[config.mk]
export PLATFORM = sky130hd
export DESIGN_NAME = output_drain_buffer
export DESIGN_NICKNAME = d
export VERILOG_FILES = /design/src/rtl/output_drain_buffer.sv
export SDC_FILE = /design/constraint.sdc
export NUM_CORES = 2
export LEC_CHECK = 0
export ABC_CLOCK_PERIOD_IN_PS = 9460
export CAP_MARGIN = 20
export CORE_MARGIN = 5
export CORE_UTILIZATION = 45
export CTS_CLUSTER_DIAMETER = 100
export DETAILED_ROUTE_END_ITERATION = 16
export GPL_TIMING_DRIVEN = 0
export PLACE_DENSITY_LB_ADDON = 0.25
export SYNTH_ARGS = -nofsm -noshare
export SYNTH_HDL_FRONTEND = slang
export SYNTH_SLANG_ARGS = --single-unit
export TNS_END_PERCENT = 50
[constraint.sdc]
create_clock -name clk -period 9.46 [get_ports clk]
set_input_delay 2.838 -clock clk [delete_from_list [all_inputs] [get_ports clk]]
set_output_delay 2.838 -clock clk [all_outputs]
set_load 0.1 [all_outputs]
[src/rtl/output_drain_buffer.sv]
// Result drain buffer: circular FIFO between the MAC array and the host,
// with stall back-pressure to the issuer and frame-completion tracking.
module output_drain_buffer #(
    parameter int FIFO_DEPTH         = 16,
    parameter int STALL_SLACK        = 5,
    parameter int DATA_WIDTH         = 32,
    parameter int FEATURE_MAP_WIDTH  = 1024,
    parameter int FEATURE_MAP_HEIGHT = 1024,
    parameter int OUTPUT_NB_CHANNELS = 64
) (
    input  logic                          clk,
    input  logic                          rst_in,
    input  logic                          start,
    input  logic                          in_valid,
    input  logic [DATA_WIDTH-1:0]         in_data,
    input  logic [31:0]                   in_x,
    input  logic [31:0]                   in_y,
    input  logic [31:0]                   in_ch,
    output logic                          stall,
    output logic                          out_valid,
    input  logic                          out_ready,
    output logic [DATA_WIDTH-1:0]         out_data,
    output logic [31:0]                   out_x,
    output logic [31:0]                   out_y,
    output logic [31:0]                   out_ch,
    output logic [$clog2(FIFO_DEPTH):0]   fill_level,
    output logic                          overflow,
    output logic                          done,
    output logic [1:0]                    state_dbg
);

    localparam int AW = $clog2(FIFO_DEPTH);
    localparam int FW = AW + 1;
    localparam int EW = DATA_WIDTH + 96;
    localparam logic [FW-1:0] DEPTH_L     = FW'(FIFO_DEPTH);
    localparam logic [FW-1:0] STALL_TH    = FW'(FIFO_DEPTH - STALL_SLACK);
    localparam logic [FW-1:0] FILL_ONE    = FW'(1);
    localparam logic [AW-1:0] PTR_ONE     = AW'(1);
    localparam logic [31:0]   FRAME_TOTAL =
        32'(FEATURE_MAP_WIDTH * FEATURE_MAP_HEIGHT * OUTPUT_NB_CHANNELS);

    typedef enum logic [1:0] {
        IDLE   = 2'd0,
        ACTIVE = 2'd1,
        DONE   = 2'd2
    } state_t;

    state_t          state, next_state;
    logic [EW-1:0]   mem [FIFO_DEPTH];
    logic [AW-1:0]   wr_ptr, rd_ptr;
    logic [31:0]     pop_count;
    logic            push, pop, drop, clear, full;

    // Handshake: an entry leaves on any cycle where out_valid and out_ready
    // are both high; in_valid is never back-pressured, so a push that finds
    // the FIFO full with no simultaneous pop is dropped and flagged.
    assign full      = (fill_level == DEPTH_L);
    assign out_valid = (fill_level != '0);
    assign pop       = out_valid && out_ready;
    assign clear     = start && (state != DONE);
    assign push      = in_valid && (state == ACTIVE) && !start && (!full || pop);
    assign drop      = in_valid && (state == ACTIVE) && !start && full && !pop;

    assign stall     = (fill_level >= STALL_TH);
    assign done      = (state == DONE);
    assign state_dbg = state;

    assign {out_data, out_x, out_y, out_ch} = mem[rd_ptr];

    always_comb begin
        next_state = state;
        case (state)
            IDLE: begin
                if (start) next_state = ACTIVE;
            end
            ACTIVE: begin
                if (start)
                    next_state = ACTIVE;
                else if (pop && (pop_count + 32'd1 == FRAME_TOTAL))
                    next_state = DONE;
            end
            DONE:    next_state = IDLE;
            default: next_state = IDLE;
        endcase
    end

    always_ff @(posedge clk) begin
        if (rst_in) begin
            state      <= IDLE;
            wr_ptr     <= '0;
            rd_ptr     <= '0;
            fill_level <= '0;
            pop_count  <= '0;
            overflow   <= 1'b0;
        end else begin
            state <= next_state;
            if (clear) begin
                wr_ptr     <= '0;
                rd_ptr     <= '0;
                fill_level <= '0;
                pop_count  <= '0;
                overflow   <= 1'b0;
            end else begin
                if (push) wr_ptr <= wr_ptr + PTR_ONE;
                if (pop) begin
                    rd_ptr    <= rd_ptr + PTR_ONE;
                    pop_count <= pop_count + 32'd1;
                end
                if (push && !pop)
                    fill_level <= fill_level + FILL_ONE;
                else if (pop && !push)
                    fill_level <= fill_level - FILL_ONE;
                if (drop) overflow <= 1'b1;
            end
        end
    end

    // Storage carries no reset; only the pointers and fill count define validity.
    always_ff @(posedge clk) begin
        if (push && !rst_in)
            mem[wr_ptr] <= {in_data, in_x, in_y, in_ch};
    end

endmodule

# After elaboration in Yosys (flattened, before gate mapping)
# Memories as Yosys holds them, arrays and structs flattened. A register that Yosys moved wholly into a read port is not among the register bits.
# Index checks and enable logic that the tools add are counted.
[totals]
reg_bits = 48
n_memories = 1
ram_bits = 2048
inputBits = 133
[classes]
n_eq_ne = 7
magnitude_cmp = 1
reduce_logical = 22
muxes = 10
add_sub_neg = 5
[memory_table]
columns = ["memory", "depth", "width", "rd", "rd_clocked_by_memory_dff", "write_ports", "line_no", "rtl"]
rows = [
  ["mem", 16, 128, 1, 1, 1, "49", "logic [EW-1:0] mem [FIFO_DEPTH];"],
]
[op_table]
columns = ["cell", "count"]
rows = [
  ["adder 32 x 1 -> 32 bit, second input constant", 1],
  ["== test 32 x 27 -> 1 bit, second input constant", 1],
  ["logical AND 1 bit", 11],
  ["2-to-1 mux 5 bit", 2],
  ["adder 4 x 1 -> 4 bit, second input constant", 2],
  ["2-to-1 mux 4 bit", 2],
  ["2-to-1 mux 2 bit", 3],
  ["adder 5 x 1 -> 5 bit, second input constant", 1],
  ["== test 5 bit, second input constant", 1],
  [">= comparator 5 x 4 -> 1 bit, second input constant", 1],
  ["zero test 1 bit", 5],
  ["nonzero test 5 bit", 1],
  ["subtractor 5 x 1 -> 5 bit, second input constant", 1],
  ["inequality test 2 bit, second input constant", 2],
  ["one-hot mux 2 bit (2 select lines)", 1],
  ["inequality test 3 x 2 -> 1 bit, second input constant", 1],
  ["== test 2 x 1 -> 1 bit, second input constant", 1],
  ["== test 2 bit, second input constant", 1],
  ["zero test 2 bit", 1],
  ["2-to-1 mux 1 bit", 2],
  ["AND reduction 2 bit", 1],
  ["nonzero test 2 bit", 1],
  ["OR reduction 2 bit", 1],
  ["logical OR 1 bit", 1],
]

# Depth between registers and ports, before layout
[depth]
depth_word = 8
mapped_depth = 12
mapped_depth_nobuf = 12

# Least setup slack after synthesis
# No wires, ideal clock.
[synth_timing]
path_type = "input to register"
startpoint = "input port start"
endpoint = "memory mem[3][0] (netlist name) (enable)"
arrival_time_ns = 9.015
required_ns = 8.843
setup_ns = 0.617
path_buffers = 0
cell_stages = 5
slack_ns = -0.172
path_cell_list = "inv_1 > nand4b_1 > nor2_1 > nand2_1 > nor2_1"
[synth_between]
elab_chain_cells = 6
[synth_lines]
columns = ["item", "line_no", "rtl"]
rows = [
  ["start, declared", "13", "input logic start,"],
  ["zero test 1 bit", "61", "assign push = in_valid && (state == ACTIVE) && !start && (!full || pop);"],
  ["logical AND 1 bit (2 in series)", "61", ""],
  ["logical AND 1 bit", "120", "if (push && !rst_in)"],
  ["2-to-1 mux 1 bit", "120", ""],
  ["2-to-1 mux 1 bit (not written as such)", "121", "mem[wr_ptr] <= {in_data, in_x, in_y, in_ch};"],
  ["end, declared", "49", ""],
]
# Every way passes these cells.

==> impl_metrics.env <==
export IMPL_worst_pin_slew_ps=1178
export IMPL_wirelength_mm=196.4
export IMPL_synth_ff_type="edfxtp_1"
export IMPL_slew_headroom=0.2125
export IMPL_ys_ff_latch=2100
export IMPL_netlist_instances=3198
export IMPL_utilization=0.5380
export IMPL_gp_congestion=0.7237
export IMPL_dp_slack_ps=2122
export IMPL_timing_hold_violations_final=0
export IMPL_area_growth_syn_to_layout_pct=19.07
export IMPL_synth_edf_count=2048
export IMPL_hold_path_class="register to register"
export IMPL_nets=3968
export IMPL_cpPeakStageDelay_ps=1020
export IMPL_hpwl_mm=125.3
export IMPL_post_cts_resized=0
export IMPL_cts_tree="done"
export IMPL_cp_max_fo=10
export IMPL_synth_nets=3342
export IMPL_synth_async_sr_flop_share=0
export IMPL_ys_seq_area_frac=0.7868
export IMPL_rsz0062_at_grt="false"
export IMPL_finClkSkew_ps=35.01
export IMPL_cts_buffers=208
export IMPL_dieArea_um2=185100
export IMPL_crit_slowest_cell="clkdlybuf4s50_1"
export IMPL_dr_pass1_iters=5
export IMPL_ctsHoldBuffers=0
export IMPL_drv_cap=0
export IMPL_crit_chain="clkbuf_1, clkbuf_2, clkbuf_1, mux4_2, mux4_2, clkdlybuf4s50_1"
export IMPL_ir_worst_vdd_v=0.0001869
export IMPL_setup_slack_ps=1309
export IMPL_drt_initial_drc_count=3953
export IMPL_port_buffers=271
export IMPL_outcome="complete, no violations"
export IMPL_end_kind="output port"
export IMPL_antenna_found_initial=31
export IMPL_ctsHtreeMaxLevel=4
export IMPL_p_per_area_nw_per_um2=200.2
export IMPL_die_y_um=430.3
export IMPL_synth_cell_types=64
export IMPL_cts_buffer_depth=3
export IMPL_vias=36783
export IMPL_clock_sinks=2100
export IMPL_wl_per_cell_um=30.95
export IMPL_max_freq_mhz=122.7
export IMPL_grt_use_total=0.2123
export IMPL_num_fill_cells=13107
export IMPL_grt_ovfl_total=0
export IMPL_finalCritPeriodShare=0.8616
export IMPL_grt_pass1_vias=37355
export IMPL_synth_area_um2=79490
export IMPL_crit_arrival_ps=5310
export IMPL_grt_max_degree=23
export IMPL_critPathLaunchType="register"
export IMPL_num_rows=154
export IMPL_die_w_um=430.3
export IMPL_num_io_pins=272
export IMPL_ys_warn_count=0
export IMPL_min_period_ps=8151
export IMPL_clk_pin_slew_worst_paths_ps=60
export IMPL_power_leakage_nw=28.56
export IMPL_post_cts_buffers=0
export IMPL_critPathBufInv=4
export IMPL_synth_area_per_cell_um2=24.86
export IMPL_required_ps=6620
export IMPL_initial_core_util=0.4518
export IMPL_setup_viol=0
export IMPL_drc=0
export IMPL_viasPerCell=5.796
export IMPL_drv_slew=0
export IMPL_grt_pass1_wl_mm=280.1
export IMPL_insertion_delay_ps=830
export IMPL_core_area_um2=175900
export IMPL_crit_family="buffers and inverters"
export IMPL_path_class="register to output port"
export IMPL_drive_gt1_frac=0.2890
export IMPL_postRouteAntennaNets=0
export IMPL_clockRootBuffer="clkbuf_16"
## worst min-delay path, cell delays in order, from the launching register on
cell	delay [ps]
dfxtp_1	330
nor2_1	50
nor2_1	70
## power breakdown
part	internal, mW	switching, mW	leakage (nW)
Sequential	10.2	0.00622	18.8
Clock	4.43	3.41	3.15
Combinational	0.329	0.569	6.58
## flip-flops by register name (all words and copies together), names as in the netlist, named ones only
signal,flops
overflow,1
rd_ptr,4
fill_level,5
mem,2048
pop_count,32
state_dbg,2
wr_ptr,4
## layout make-up
type                       count  area [um^2]  share of cell area
clock inverter               121        962.2             0.01017
buffer                       160        689.4            0.007284
multi-input combinational    928        16350              0.1728
inverter                      10        37.54           0.0003966
clock buffer                 261         5489             0.05799
antenna                       10        25.02           0.0002644
timing repair buffer         416         5622             0.05940
tap                         2340         2928             0.03093
sequential                  2100        62540              0.6608
## layout by cell type (no fill, tap or decap), types with 3 or more instances in the layout
cell type / Yosys / final
inv_16: 0 / 3
bufinv_16: 0 / 12
clkinv_8: 0 / 3
buf_1: 20 / 20
nand2_1: 30 / 30
a21o_1: 4 / 4
clkbuf_1: 83 / 122
clkinvlp_4: 0 / 4
clkinv_2: 0 / 34
a21oi_1: 9 / 9
buf_6: 0 / 3
clkinv_1: 1 / 61
nor4_1: 4 / 4
nand3_1: 13 / 13
clkdlybuf4s50_1: 0 / 271
buf_12: 0 / 116
nor3_1: 12 / 12
nand4_2: 3 / 3
xor2_1: 26 / 26
nor2_4: 0 / 16
nor2_1: 77 / 61
buf_16: 0 / 13
edfxtp_1: 2048 / 2048
clkbuf_16: 0 / 212
mux4_2: 640 / 640
ha_1: 10 / 10
diode_2: 0 / 10
xnor2_1: 26 / 26
and4_1: 3 / 3
inv_1: 9 / 9
nand4_1: 7 / 7
clkbuf_2: 0 / 10
dfxtp_1: 52 / 52
or3_1: 4 / 4
buf_8: 0 / 13
and3_1: 14 / 14
buf_2: 55 / 55
o21ai_0: 3 / 3
## metrics by stage
step / power [mW] / instances / TNS [ps] / cell area (um^2) / hold slack [ps]
after floorplan: 10.96 / 3198 / -261290 / 79490 / 467.8
after global routing: 19.57 / 6339 / 0 / 94630 / 562.0
after CTS: 19.11 / 6328 / 0 / 94510 / 488.3
after detailed placement: 11.33 / 5946 / 0 / 88060 / 472.2
after global placement: 11.29 / 5809 / - / 85130 / 466.9
final: 18.95 / 6346 / 0 / 94650 / 486.5
## Yosys cell counts, types with 2 or more instances
library cell  number  area (um^2)
or2_0              2        12.51
nand4_1            7        43.79
buf_1             20        75.07
or3_1              4        25.02
buf_2             55        275.3
and4_1             3        26.28
ha_1              10        125.1
a21oi_1            9        45.04
buf_4              2        15.01
nor3_1            12        60.06
and3_1            14        87.58
xnor2_1           26        227.7
o22ai_1            2        12.51
a21o_1             4        30.03
o21a_1             2        15.01
nand4_2            3        37.54
nor2_1            77        289.0
xor2_1            26        227.7
inv_1              9        33.78
nor4_1             4        25.02
clkbuf_1          83        311.6
and2_1             2        12.51
mux4_2           640        14410
nand3_1           13        65.06
nand2_1           30        112.6
dfxtp_1           52         1041
o21ai_0            3        15.01
edfxtp_1        2048        61500
## cell families (layout without fill, tap and decap cells)
group / after synthesis / count (layout) / synth area share
fa+ha+maj: 11 / 11 / 0.001826
simple gates: 188 / 188 / 0.01201
buf+inv: 170 / 968 / 0.008988
other cells: 0 / 10 / 0
flops: 2100 / 2100 / 0.7868
xor+xnor: 52 / 52 / 0.005730
compound gates: 36 / 36 / 0.003211
mux: 641 / 641 / 0.1815
## path summary, 6_finish.rpt
kind	from	to	slack, ps	cells after the start
worst max-delay path	register	out_ch[1]	1310	6
worst min-delay path	overflow	overflow	490	2
worst max register to register	fill_level[0]	mem[0][91]	5620	9
worst min register to register	overflow	overflow	490	2
## routing by layer
layer  share of wire  wire length [um]  global-route usage  up-vias
li1                -                 -                   -    15139
met1            0.40             78940              0.2903    19978
met2            0.50             98840              0.3511     1354
met3           0.067             13240             0.04248      298
met4           0.027              5290             0.06038       14
met5         0.00047                93                   0        -
No activity file was read; power rests on OpenSTA's default activity.
